[src/rtl/i2c_pkg.sv]
// -----------------------------------------------------------------------------
// i2c_pkg
// Shared definitions for the I2C transmit-only master: FSM state encoding,
// the four quarter-phase identifiers of one SCL period, and the width of the
// quarter-tick prescaler counter.
// -----------------------------------------------------------------------------
package i2c_pkg;

    // Transmit FSM states
    typedef enum logic [2:0] {
        ST_IDLE  = 3'd0,
        ST_START = 3'd1,
        ST_LOAD  = 3'd2,
        ST_DATA  = 3'd3,
        ST_ACK   = 3'd4,
        ST_STOP  = 3'd5
    } i2c_state_t;

    // Quarter phases of one SCL period (q0,q1 = SCL low, q2,q3 = SCL high)
    localparam logic [1:0] Q0 = 2'd0;
    localparam logic [1:0] Q1 = 2'd1;
    localparam logic [1:0] Q2 = 2'd2;
    localparam logic [1:0] Q3 = 2'd3;

    // Prescaler counter width; covers PRESCALE up to 65535
    localparam int CNT_W = 16;

endpackage

[src/rtl/i2c_clk_div.sv]
// -----------------------------------------------------------------------------
// i2c_clk_div
// Quarter-SCL-period tick generator. A counter runs 0..PRESCALE-1 and tick is
// high for the single clk cycle in which the counter sits at its terminal
// count. restart forces the counter back to 0 on the next edge.
//
// Ports:
//   clk     in  1  rising-edge clock
//   rst     in  1  synchronous active-high reset
//   restart in  1  return counter to 0 on the next edge
//   tick    out 1  registered, high while the counter is at PRESCALE-1
// -----------------------------------------------------------------------------
module i2c_clk_div
    import i2c_pkg::*;
#(
    parameter int PRESCALE = 250
) (
    input  logic clk,
    input  logic rst,
    input  logic restart,
    output logic tick
);

    localparam logic [CNT_W-1:0] TERM_CNT = CNT_W'(PRESCALE - 1);

    logic [CNT_W-1:0] cnt_r;
    logic             tick_r;

    // Counter plus a registered terminal-count flag that tracks it exactly
    always_ff @(posedge clk) begin
        if (rst || restart) begin
            cnt_r  <= {CNT_W{1'b0}};
            tick_r <= 1'b0;
        end else if (cnt_r == TERM_CNT) begin
            cnt_r  <= {CNT_W{1'b0}};
            tick_r <= 1'b0;
        end else begin
            cnt_r  <= cnt_r + {{(CNT_W-1){1'b0}}, 1'b1};
            tick_r <= ((cnt_r + {{(CNT_W-1){1'b0}}, 1'b1}) == TERM_CNT);
        end
    end

    assign tick = tick_r;

endmodule

[src/rtl/i2c_master_tx.sv]
// -----------------------------------------------------------------------------
// i2c_master_tx
// Transmit-only I2C master. Drains a show-ahead TX FIFO: START, then every
// byte present (MSB first, one ACK slot each), then STOP. A NACK ends the
// transaction, sets a sticky flag and blocks new transactions until cleared.
// Every SCL period is split into four quarters of PRESCALE clk cycles.
//
// Ports:
//   clk        in  1  rising-edge clock
//   rst        in  1  synchronous active-high reset
//   fifo_dout  in  8  head byte of TX FIFO (valid while fifo_empty=0)
//   fifo_empty in  1  TX FIFO empty flag
//   fifo_rd    out 1  one-cycle pop strobe (registered)
//   sda_i      in  1  sampled SDA line level
//   scl_oen    out 1  SCL enable, 0 = drive low, 1 = release (registered)
//   sda_oen    out 1  SDA enable, 0 = drive low, 1 = release (registered)
//   busy       out 1  state is not IDLE
//   done       out 1  one-cycle pulse when STOP completes (registered)
//   nack       out 1  sticky NACK flag
//   nack_clr   in  1  single-cycle clear of nack
// -----------------------------------------------------------------------------
module i2c_master_tx
    import i2c_pkg::*;
#(
    parameter int PRESCALE = 250
) (
    input  logic       clk,
    input  logic       rst,
    input  logic [7:0] fifo_dout,
    input  logic       fifo_empty,
    output logic       fifo_rd,
    input  logic       sda_i,
    output logic       scl_oen,
    output logic       sda_oen,
    output logic       busy,
    output logic       done,
    output logic       nack,
    input  logic       nack_clr
);

    i2c_state_t state_r;
    logic [1:0] q_r;
    logic [7:0] sh_r;
    logic [2:0] bit_r;
    logic       ack_r;
    logic       nack_r;
    logic       scl_oen_r;
    logic       sda_oen_r;
    logic       fifo_rd_r;
    logic       done_r;
    logic       tick_s;
    logic       restart_s;

    // Every state except IDLE and LOAD is left on a tick, where the counter
    // wraps to 0 by itself; holding it at 0 in IDLE and LOAD therefore makes
    // every state start with a fresh quarter.
    assign restart_s = (state_r == ST_IDLE) || (state_r == ST_LOAD);

    i2c_clk_div #(
        .PRESCALE (PRESCALE)
    ) u_clk_div (
        .clk     (clk),
        .rst     (rst),
        .restart (restart_s),
        .tick    (tick_s)
    );

    // Transmit FSM; line levels are registered for the phase being entered
    always_ff @(posedge clk) begin
        if (rst) begin
            state_r   <= ST_IDLE;
            q_r       <= Q0;
            sh_r      <= 8'h00;
            bit_r     <= 3'd0;
            ack_r     <= 1'b0;
            nack_r    <= 1'b0;
            scl_oen_r <= 1'b1;
            sda_oen_r <= 1'b1;
            fifo_rd_r <= 1'b0;
            done_r    <= 1'b0;
        end else begin
            fifo_rd_r <= 1'b0;
            done_r    <= 1'b0;
            // A NACK set later in this block overrides the clear
            if (nack_clr) begin
                nack_r <= 1'b0;
            end

            case (state_r)
                ST_IDLE: begin
                    q_r       <= Q0;
                    scl_oen_r <= 1'b1;
                    sda_oen_r <= 1'b1;
                    if (!fifo_empty && !nack_r) begin
                        state_r <= ST_START;
                    end else begin
                        state_r <= ST_IDLE;
                    end
                end

                ST_START: begin
                    if (tick_s) begin
                        if (q_r == Q0) begin
                            q_r       <= Q1;
                            sda_oen_r <= 1'b0;   // START: SDA falls, SCL high
                        end else begin
                            state_r   <= ST_LOAD;
                            scl_oen_r <= 1'b0;
                            fifo_rd_r <= 1'b1;
                        end
                    end
                end

                ST_LOAD: begin
                    sh_r      <= fifo_dout;
                    bit_r     <= 3'd7;
                    q_r       <= Q0;
                    state_r   <= ST_DATA;
                    scl_oen_r <= 1'b0;
                    sda_oen_r <= fifo_dout[7];
                end

                ST_DATA: begin
                    if (tick_s) begin
                        case (q_r)
                            Q0: q_r <= Q1;
                            Q1: begin
                                q_r       <= Q2;
                                scl_oen_r <= 1'b1;
                            end
                            Q2: q_r <= Q3;
                            default: begin
                                q_r       <= Q0;
                                scl_oen_r <= 1'b0;
                                if (bit_r == 3'd0) begin
                                    state_r   <= ST_ACK;
                                    sda_oen_r <= 1'b1;
                                end else begin
                                    bit_r     <= bit_r - 3'd1;
                                    sh_r      <= {sh_r[6:0], 1'b0};
                                    sda_oen_r <= sh_r[6];
                                end
                            end
                        endcase
                    end
                end

                ST_ACK: begin
                    if (tick_s) begin
                        case (q_r)
                            Q0: q_r <= Q1;
                            Q1: begin
                                q_r       <= Q2;
                                scl_oen_r <= 1'b1;
                            end
                            Q2: begin
                                q_r   <= Q3;
                                ack_r <= sda_i;   // 1 = NACK
                            end
                            default: begin
                                q_r       <= Q0;
                                scl_oen_r <= 1'b0;
                                if (ack_r) begin
                                    nack_r    <= 1'b1;
                                    state_r   <= ST_STOP;
                                    sda_oen_r <= 1'b0;
                                end else if (!fifo_empty) begin
                                    // Next byte joins this transaction
                                    state_r   <= ST_LOAD;
                                    fifo_rd_r <= 1'b1;
                                    sda_oen_r <= 1'b1;
                                end else begin
                                    state_r   <= ST_STOP;
                                    sda_oen_r <= 1'b0;
                                end
                            end
                        endcase
                    end
                end

                ST_STOP: begin
                    if (tick_s) begin
                        case (q_r)
                            Q0: begin
                                q_r       <= Q1;
                                scl_oen_r <= 1'b1;
                            end
                            Q1: begin
                                q_r       <= Q2;
                                sda_oen_r <= 1'b1;   // STOP: SDA rises, SCL high
                            end
                            default: begin
                                q_r     <= Q0;
                                state_r <= ST_IDLE;
                                done_r  <= 1'b1;
                            end
                        endcase
                    end
                end

                default: begin
                    state_r   <= ST_IDLE;
                    q_r       <= Q0;
                    scl_oen_r <= 1'b1;
                    sda_oen_r <= 1'b1;
                end
            endcase
        end
    end

    assign scl_oen = scl_oen_r;
    assign sda_oen = sda_oen_r;
    assign fifo_rd = fifo_rd_r;
    assign done    = done_r;
    assign nack    = nack_r;
    assign busy    = (state_r != ST_IDLE);

endmodule

[config.mk]
export PLATFORM = sky130hd
export DESIGN_NAME = i2c_master_tx
export DESIGN_NICKNAME = d
export VERILOG_FILES = /design/src/rtl/i2c_pkg.sv /design/src/rtl/i2c_clk_div.sv /design/src/rtl/i2c_master_tx.sv
export SDC_FILE = /design/constraint.sdc
export NUM_CORES = 1
export LEC_CHECK = 0
export BUFFER_PORTS_ARGS = -buffer_cell sky130_fd_sc_hd__buf_2
export CORE_MARGIN = 1.5
export CORE_UTILIZATION = 59
export CTS_CLUSTER_DIAMETER = 60
export DETAILED_ROUTE_END_ITERATION = 16
export PLACE_DENSITY = 0.79
export SYNTH_ARGS = -nofsm -noshare
export SYNTH_HDL_FRONTEND = slang
export SYNTH_SLANG_ARGS = --single-unit
[constraint.sdc]
create_clock -name clk -period 2.3 [get_ports clk]
set_input_delay 0.345 -clock clk [delete_from_list [all_inputs] [get_ports clk]]
set_output_delay 0.345 -clock clk [all_outputs]
set_load 0.005 [all_outputs]
==> results of run 1 <==
-- metrics by stage --
step	std cells	setup slack, ns	utilization	hold WS (ns)
floorplan	269	0.5600	-	0.4546
CTS	326	0.3613	0.6917	0.2912
detailed placement	318	0.3862	0.6609	0.4628
global placement	318	0.4017	0.6609	0.4604
global route	326	0.09927	0.6917	0.3099
finish	326	0.3149	0.6917	0.2943
-- metal layers --
metal,GRT usage,routed length [um],vias up
li1,-,-,968
met1,0.3482,2304,883
met2,0.3411,1935,49
met3,0.05282,212,5
met4,0.08152,47,0
met5,0,0,-
-- worst max-delay path, delay by kind of cell, from the launching register on --
family | cells | cell delay (ns)
AO/OA/AOI/OAI | 1 | 0.09
flip-flops | 1 | 0.47
AND/OR/NAND/NOR | 3 | 1.29
-- logic make-up (layout without fill, tap and decap cells) --
group | Yosys count | in the layout | share of synthesized area
flip-flops | 38 | 38 | 0.3472
multiplexers | 4 | 4 | 0.01885
buffers and inverters | 31 | 42 | 0.06168
AND/OR/NAND/NOR | 113 | 113 | 0.2759
XOR/XNOR | 17 | 17 | 0.06796
adder cells (fa/ha/maj) | 9 | 9 | 0.05140
AO/OA/AOI/OAI | 57 | 57 | 0.1770
-- synthesized netlist by cell type (2+ instances only) --
library cell / n / area share
nor2_1: 46 / 0.079
dfxtp_1: 38 / 0.35
a21oi_1: 16 / 0.037
inv_1: 13 / 0.022
xnor2_1: 12 / 0.048
nand3_1: 11 / 0.025
nand2_1: 10 / 0.017
ha_1: 9 / 0.051
nor3_1: 9 / 0.021
buf_2: 7 / 0.016
clkbuf_1: 7 / 0.012
a22o_1: 6 / 0.024
a22oi_1: 6 / 0.021
nand2b_1: 5 / 0.014
nand4_1: 5 / 0.014
nor4_1: 5 / 0.014
o21ai_0: 5 / 0.011
xor2_1: 5 / 0.020
a211oi_1: 4 / 0.014
a31oi_1: 4 / 0.011
nor2b_1: 4 / 0.011
nor3b_1: 4 / 0.014
mux2i_1: 3 / 0.014
nor4b_1: 3 / 0.012
buf_4: 2 / 0.0069
clkbuf_2: 2 / 0.0046
o21bai_1: 2 / 0.0069
o22ai_1: 2 / 0.0057
o31ai_1: 2 / 0.0069
or3_1: 2 / 0.0057
-- final cells by class --
cell class                      instances  area share
Multi-Input combinational cell        200      0.5439
Sequential cell                        38      0.3195
Timing Repair Buffer                   21     0.04729
Clock buffer                            7     0.03205
Tap cell                               46     0.02417
Inverter                               13     0.02049
Clock inverter                          1     0.01261
-- flip-flops by register name, summed over array words and instances, names as in the netlist, 2 cells and up --
register	flops
q_r	2
sh_r	7
u_clk_div.cnt_r	16
bit_r	3
state_r	3
-- final timing paths --
kind,startpoint,end,slack (ns),cells past startpoint
setup / recovery,state_r[1],bit_r[0],0.31,4
hold / removal,sda_i,ack_r,0.29,3
setup reg to reg,state_r[1],bit_r[0],0.31,4
hold reg to reg,scl_oen,scl_oen,0.49,2
-- power by group --
part	internal, mW	total, mW	leakage [nW]	switching, mW
Clock	0.324	0.557	0.0524	0.232
Combinational	0.0527	0.124	0.465	0.0717
Sequential	0.667	0.679	0.307	0.0118
==> summary.txt, run 1 <==
Status
  – Outcome: finished clean

Placement
  – I/O Buffers: 18
  – DP Wirelength: between 3000 and 4000 um
  – DP Area: 2275 sq um
  – Routability cong.: 0.8249

Run
  – Max_cap viols: 0

Final layout
  – # diodes: 0
  – Reg area: 760.7 sq um
  – Final instance area: 2381 sq um
  – Most frequent cells in the layout: nor2_1 (46), dfxtp_1 (38), buf_2 (18)
  – Fillers: 304
  – Layout Nets: 301
  – Layout cell share with drive strength beyond 1: 0.1214
  – Area occupied by multi-input gates: 1295 sq um
  – P&R area growth vs syn: 8.681%
  – Commonest non-fill, non-tap cell in the layout: nor2_1

Synthesis
  – Sequential fraction of the synthesis area: 0.3472
  – Synthesized area per cell: 8.144 sq um
  – Main synth FF type: dfxtp_1
  – Cells after synthesis: 269
  – Yosys warns: 0
  – EDFF count, synth: 0
  – Post-synthesis instance area: between 2000 and 2500 sq um
  – Seq cells post-synth: 38
  – Asr flop ratio synth: 0
  – Unique masters post-synth: 50
  – Syn nets: 291

Clock tree
  – Post-CTS setup buffers: 0
  – Hold Buf Count CTS: 0
  – CTS resizes: 0
  – H-tree Lvls: 2
  – Clk_lat worst skew: 0.29 ns
  – Clock Pin Slew Worst Setup and Hold Paths: 0.07 ns
  – TritonCTS clock tree: done
  – CTS root buf: clkbuf_8
  – CTS sink cnt: 38
  – CTS buffer count: 5
  – Clk buf depth: 2

STA
  – Clk_skew: about 0.0031 ns
  – Period utilization: 0.8631
  – Worst Tran Pin Value: 0.6686 ns
  – F_max: 503.8 MHz
  – Total Negative Setup Slacks: 0 ns
  – Hold Fails Final Rpt: 0
  – Final Critical Period: 1.985 ns
  – RSZ-0062 raised after global routing: false
  – Relative slew slack: 0.5533
  – Setup Viol. Count Final: 0
  – Final Slew Violations: 0

Die
  – Total core area: 3442 sq um
  – Die Ht: 63.94 um
  – Die X: ~64 um
  – FP Rows: 21
  – Starting Density: 0.6365
  – Die footprint: 4088 sq um
  – IO Count: 19

Drt
  – First-iteration detailed-routing DRC count: 168
  – First drt pass iteration count: 7
  – Post-Route WL: 4499 um
  – Drt drc: 0
  – Post-route ant nets: 0
  – Wire per inst: 13.80 um
  – Total number of vias: 1905
  – Avg Vias per Cell: 5.844

Worst setup path
  – Worst path max stage delay: 0.60 ns
  – Crit path max fanout: 11
  – CP Class: register to register
  – CP endpoint kind: register
  – CP arrival: 2.14 ns
  – Critical Path RT: 2.46 ns
  – Crit-path slowest cell: nor2b_1
  – Startpoint types: register
  – Cell Chain, Critical Path: nor2b_1 -> nand2_1 -> nor4_1 -> a211oi_1

Power and ir drop
  – Maximum vdd drop: 459.3 uV
  – Post-layout power: 1.360 mW
  – Leakage power: 0.8246 nW
  – Power Density: ~570 nW/um^2

GRT
  – Grt ovf: 0
  – Initial antenna violation count: 0
  – Tot GR Track Use: 0.2374
  – Number of global-route vias before repair: 1699
  – Pin count of the biggest net entering global routing: 23
  – First-pass GRT wire length: 7659 um

Min path
  – Worst min path class: input pin to register
Power figures use the tool's default switching activity.
==> run 2, diff against run 1 <==
--- a/config.mk
+++ b/config.mk
@@ -8,6 +8,7 @@
 export BUFFER_PORTS_ARGS = -buffer_cell sky130_fd_sc_hd__buf_2
 export CORE_MARGIN = 1.5
 export CORE_UTILIZATION = 59
+export CTS_BUF_LIST = sky130_fd_sc_hd__clkbuf_4 sky130_fd_sc_hd__clkbuf_8 sky130_fd_sc_hd__clkbuf_16
 export CTS_CLUSTER_DIAMETER = 60
 export DETAILED_ROUTE_END_ITERATION = 16
 export PLACE_DENSITY = 0.79
==> run 2 against run 1 <==
Setup slack improved by 0.022 ns; cell count unchanged; clock power increased by 3.6%; critical path depth unchanged; hold slack got worse by 0.00077 ns; die area unchanged; largest power group unchanged.
==> summary.txt, run 2 (synthesis gave the netlist of run 1 again) <==
STA
  – Worst Tran Pin Value: 0.6375 ns
  – Final Slew Violations: 0
  – F_max: 509.4 MHz
  – RSZ-0062 raised after global routing: false
  – Setup Viol. Count Final: 0
  – Hold Fails Final Rpt: 0
  – Relative slew slack: 0.5717
  – Final Critical Period: 1.963 ns
  – Total Negative Setup Slacks: 0 ns
  – Final hold slack: 0.2935 ns
  – Period utilization: 0.8535
  – Clk_skew: 0.004774 ns

Power and ir drop
  – Int Power: 1.068 mW
  – Leakage power: 0.8314 nW
  – Power Density: 577.8 nW/um^2
  – Combinational share of power: 0.090
  – Psw: about 310 uW
  – Clock share of power: 0.418
  – Reg power frac: 0.492
  – Maximum vdd drop: 439.8 uV
  – Switching Share: 0.2264

Clock tree
  – CTS root buf: clkbuf_8
  – Clock Pin Slew Worst Setup and Hold Paths: 0.07 ns
  – TritonCTS clock tree: done
  – Clk buf depth: 2
  – CTS buffer count: 5
  – Post-CTS setup buffers: 0
  – Clk_lat worst skew: a little under 0.3 ns
  – H-tree Lvls: 2
  – CTS sink cnt: 38
  – Hold Buf Count CTS: 0
  – CTS resizes: 0

Final layout
  – Layout Nets: between 300 and 400
  – Reg area: between 700 and 800 sq um
  – Max reg flops: 16
  – Top reg by flops: u_clk_div.cnt_r
  – Fillers: 302
  – Most frequent cells in the layout: nor2_1 (46), dfxtp_1 (38), buf_2 (18)
  – Biggest regs: u_clk_div.cnt_r x16, sh_r x7
  – Area occupied by multi-input gates: 1295 sq um
  – P&R area growth vs syn: 9.023%
  – # diodes: 0
  – Layout cell share with drive strength beyond 1: 0.1286
  – Commonest non-fill, non-tap cell in the layout: nor2_1

Placement
  – DP Wirelength: 3107 um
  – I/O Buffers: 18
  – Routability cong.: 0.8249

Worst setup path
  – Cell Chain, Critical Path: nor2b_1 -> nand2_1 -> nor4_1 -> a211oi_1
  – Buf+Inv Stages, Crit Path: 0
  – Delay-heaviest family, CP: simple AND/OR/NAND/NOR gates
  – CP endpoint kind: register
  – Crit path max fanout: 11
  – Worst path max stage delay: 0.58 ns
  – CP Class: register to register
  – Critical Path RT: 2.46 ns
  – Startpoint types: register
  – CP arrival: approximately 2.1 ns
  – Crit-path slowest cell: nor2b_1

Die
  – IO Count: 19
  – Die Ht: 63.94 um
  – FP Rows: 21
  – Total core area: 3442 sq um
  – Starting Density: 0.6365
  – Die footprint: around 4100 sq um
  – Die X: between 60 and 70 um

GRT
  – Pin count of the biggest net entering global routing: 23
  – Number of global-route vias before repair: 1704
  – M2 GR Usage: 0.3438
  – Grt ovf: 0
  – Met3 usage: 0.05282
  – Grt peak-use layer: met1
  – Routing usage on met1: 0.3459
  – Tot GR Track Use: 0.2374
  – Initial antenna violation count: 0
  – First-pass GRT wire length: 7665 um

Drt
  – Total number of vias: 1906
  – Post-Route WL: about 4500 um
  – First drt pass iteration count: 4
  – Wire per inst: 13.71 um
  – Post-route ant nets: 0
  – First-iteration detailed-routing DRC count: 182
  – Avg Vias per Cell: a little under 6
  – Drt drc: 0

Status
  – Outcome: finished clean

Min path
  – Worst min path class: input pin to register

Run
  – Max_cap viols: 0
-- run 2: cell counts in the layout (fill, tap and decap cells not counted) --
No cell type changed its count.
-- run 2: final cells by class --
| cell class | count | share of cell area |
|---|---|---|
| flip-flops and latches | 38 | 0.3185 |
| clock buffers | 7 | 0.03510 |
| inverters | 13 | 0.02043 |
| clock inverters | 1 | 0.01257 |
| well taps | 46 | 0.02410 |
| multi-input cells | 200 | 0.5422 |
| repair buffers | 21 | 0.04715 |
-- run 2: worst paths after layout --
check,slack (ns),startpoint,cells after the start,end
setup / recovery,0.34,state_r[1],4,bit_r[0]
hold / removal,0.29,sda_i,3,ack_r
setup reg to reg,0.34,state_r[1],4,bit_r[0]
hold reg to reg,0.48,scl_oen,2,scl_oen
-- run 2: power groups by stage --
stage	Clock, mW	Combinational, mW	Sequential (mW)
after global routing	0.616	0.140	0.681
after floorplan	0	0.0898	0.690
after detailed placement	0	0.121	0.694
after CTS	0.593	0.123	0.679
final	0.577	0.124	0.679
after global placement	0	0.122	0.694
-- run 2: tightest hold or removal path, stage by stage --
cell     delay (ns)
buf_2          0.08
mux2i_1        0.05
nor2_1         0.08
-- run 2: per-stage QoR --
stage	utilization	area (sq um)	cells	power, mW	setup slack, ns
global placement	0.6609	2275	318	0.8154	0.4017
global route	0.6939	2389	326	1.436	0.1035
floorplan	-	2191	269	0.7801	0.5600
finish	0.6939	2389	326	1.380	0.3369
detailed placement	0.6609	2275	318	0.8154	0.3862
CTS	0.6939	2389	326	1.395	0.3613
-- run 2: routing by layer --
metal | vias up | part of all wire
li1 | 967 | -
met1 | 864 | 0.50
met2 | 70 | 0.43
met3 | 5 | 0.064
met5 | - | 0
met4 | 0 | 0.0098
==> run 3, diff against run 2 <==
--- a/config.mk
+++ b/config.mk
@@ -12,6 +12,7 @@
 export CTS_CLUSTER_DIAMETER = 60
 export DETAILED_ROUTE_END_ITERATION = 16
 export PLACE_DENSITY = 0.79
+export SETUP_SLACK_MARGIN = 0.4
 export SYNTH_ARGS = -nofsm -noshare
 export SYNTH_HDL_FRONTEND = slang
 export SYNTH_SLANG_ARGS = --single-unit
==> run 3 against run 2 <==
First-iteration DRC count grew 14%; combinational power grew 9%; hold slack lost 0.00065 ns; sequential share of layout area shrank 0.59 points; cell count grew 0.92%; largest cell class unchanged.
==> summary.txt, run 3 (synthesis gave the netlist of run 1 again) <==
STA
  – Setup Viol. Count Final: 0
  – F_max: between 500 and 600 MHz
  – Period utilization: 0.7748
  – RSZ-0062 raised after global routing: false
  – Relative slew slack: 0.7060
  – Final Critical Period: 1.782 ns
  – Final Slew Violations: 0
  – Worst Tran Pin Value: ~0.44 ns
  – Clk_skew: 0.004440 ns
  – Total Negative Setup Slacks: 0 ns
  – Hold Fails Final Rpt: 0

Run
  – Max_cap viols: 0

Final layout
  – Layout Nets: 304
  – Fin util: 0.7117
  – P&R area growth vs syn: 11.82%
  – Commonest non-fill, non-tap cell in the layout: nor2_1
  – Fillers: 289
  – Max reg flops: 16
  – Biggest regs: u_clk_div.cnt_r x16, sh_r x7
  – Most frequent cells in the layout: nor2_1 (46), dfxtp_1 (34), buf_2 (18)
  – Top reg by flops: u_clk_div.cnt_r
  – # diodes: 0
  – Layout cell share with drive strength beyond 1: 0.1802

Worst setup path
  – Worst R2R Setup Slack: 0.52 ns
  – End of the critical path: u_clk_div.tick
  – R2R cell count: 6
  – CP arrival: 2.02 ns
  – CP startpoint: u_clk_div.cnt_r[1]
  – Worst r2r src: u_clk_div.cnt_r[1]
  – Critical Path RT: 2.54 ns
  – Startpoint types: register
  – Worst R2R End: u_clk_div.tick
  – Crit path max fanout: 6
  – CP Class: register to register
  – CP endpoint kind: register

Clock tree
  – H-tree Lvls: 2
  – CTS sink cnt: 38
  – Clk_lat worst skew: 0.29 ns
  – Hold Buf Count CTS: 0
  – CTS root buf: clkbuf_8
  – CTS buffer count: 5
  – Clock Pin Slew Worst Setup and Hold Paths: ~0.07 ns
  – Clk buf depth: 2
  – TritonCTS clock tree: done

Power and ir drop
  – Power Density: 568.3 nW/um^2
  – Leakage power: approximately 0.84 nW
  – Maximum vdd drop: 439.8 uV

Die
  – FP Rows: 21
  – Starting Density: 0.6365
  – Die X: 63.94 um
  – Total core area: 3442 sq um
  – Die footprint: 4088 sq um
  – Die Ht: 63.94 um
  – IO Count: 19

Placement
  – DP Wirelength: approximately 3100 um
  – I/O Buffers: 18
  – Routability cong.: 0.8249

Drt
  – First drt pass iteration count: 4
  – Avg Vias per Cell: 5.891
  – Post-route ant nets: 0
  – Drt drc: 0
  – Total number of vias: 1938
  – Post-Route WL: 4580 um
  – First-iteration detailed-routing DRC count: roughly 210
  – Wire per inst: roughly 14 um

GRT
  – Grt peak-use layer: met1
  – Number of global-route vias before repair: 1716
  – Met3 usage: 0.05458
  – Routing usage on met1: 0.3448
  – Initial antenna violation count: 0
  – Tot GR Track Use: 0.2381
  – M2 GR Usage: 0.3438
  – Grt ovf: 0
  – First-pass GRT wire length: 7707 um
  – Pin count of the biggest net entering global routing: 23

Status
  – Outcome: finished clean

Min path
  – Worst min path class: input pin to register
[run 3: cell count changes in the layout (fill, tap and decap cells not counted), moves of 2 or more]
cell     change
dfxtp_2      +4
nor2b_2      +2
buf_4        +3
ha_2         +2
dfxtp_1      -4
nor2b_1      -2
ha_1         -3
[run 3: power breakdown]
| part | switching, mW | internal, mW | total, mW |
|---|---|---|---|
| clock network | 0.227 | 0.348 | 0.575 |
| logic | 0.0750 | 0.0601 | 0.135 |
| registers | 0.0142 | 0.668 | 0.682 |
[run 3: final cells by class]
type | count | area [sq um] | share of cell area
repair buffers | 24 | 135.1 | 0.05516
well taps | 46 | 57.56 | 0.02349
multi-input cells | 200 | 1325 | 0.5409
clock buffers | 7 | 83.83 | 0.03422
inverters | 13 | 52.55 | 0.02145
flip-flops and latches | 38 | 765.7 | 0.3126
clock inverters | 1 | 30.03 | 0.01226
[run 3: worst max-delay path, cell delays in order (launching register included)]
cell and delay [ns]:
dfxtp_1 0.46, ha_4 0.21, nand3_4 0.12, nor3_4 0.26, mux2_1 0.35, o22ai_1 0.12, and4_1 0.20
[run 3: what timing repair did]
action                     4_1_cts  5_1_grt
cloned                           0        0
setup buffers                    0        3
setup endpoints to repair        2       13
gates resized for setup          2       12
[run 3: how the worst min path moves through the flow]
stage	startpoint	to	slack (ns)	cells after the start
after floorplan	sh_r[0]	sh_r[0]	0.45	2
after global placement	scl_oen	scl_oen	0.46	2
after detailed placement	sda_oen	sda_oen	0.46	2
after CTS	sda_i	ack_r	0.29	3
after global routing	sda_i	ack_r	0.31	3
final	sda_i	ack_r	0.29	3
[run 3: metal layers]
| metal | vias to the layer above | part of all wire |
|---|---|---|
| li1 | 976 | - |
| met1 | 893 | 0.50 |
| met2 | 65 | 0.44 |
| met3 | 4 | 0.056 |
| met4 | 0 | 0.0085 |
| met5 | - | 0 |
[run 3: through the flow]
step	hold slack, ns	cells	total power [mW]	setup slack, ns	cell area, sq um
after floorplan	0.4546	269	0.7801	0.5600	2191
after global placement	0.4604	318	0.8154	0.4017	2275
after detailed placement	0.4628	318	0.8154	0.3862	2275
after CTS	0.2912	326	1.395	0.4027	2394
after global routing	0.3099	329	1.449	0.4089	2450
final	0.2929	329	1.392	0.5180	2450
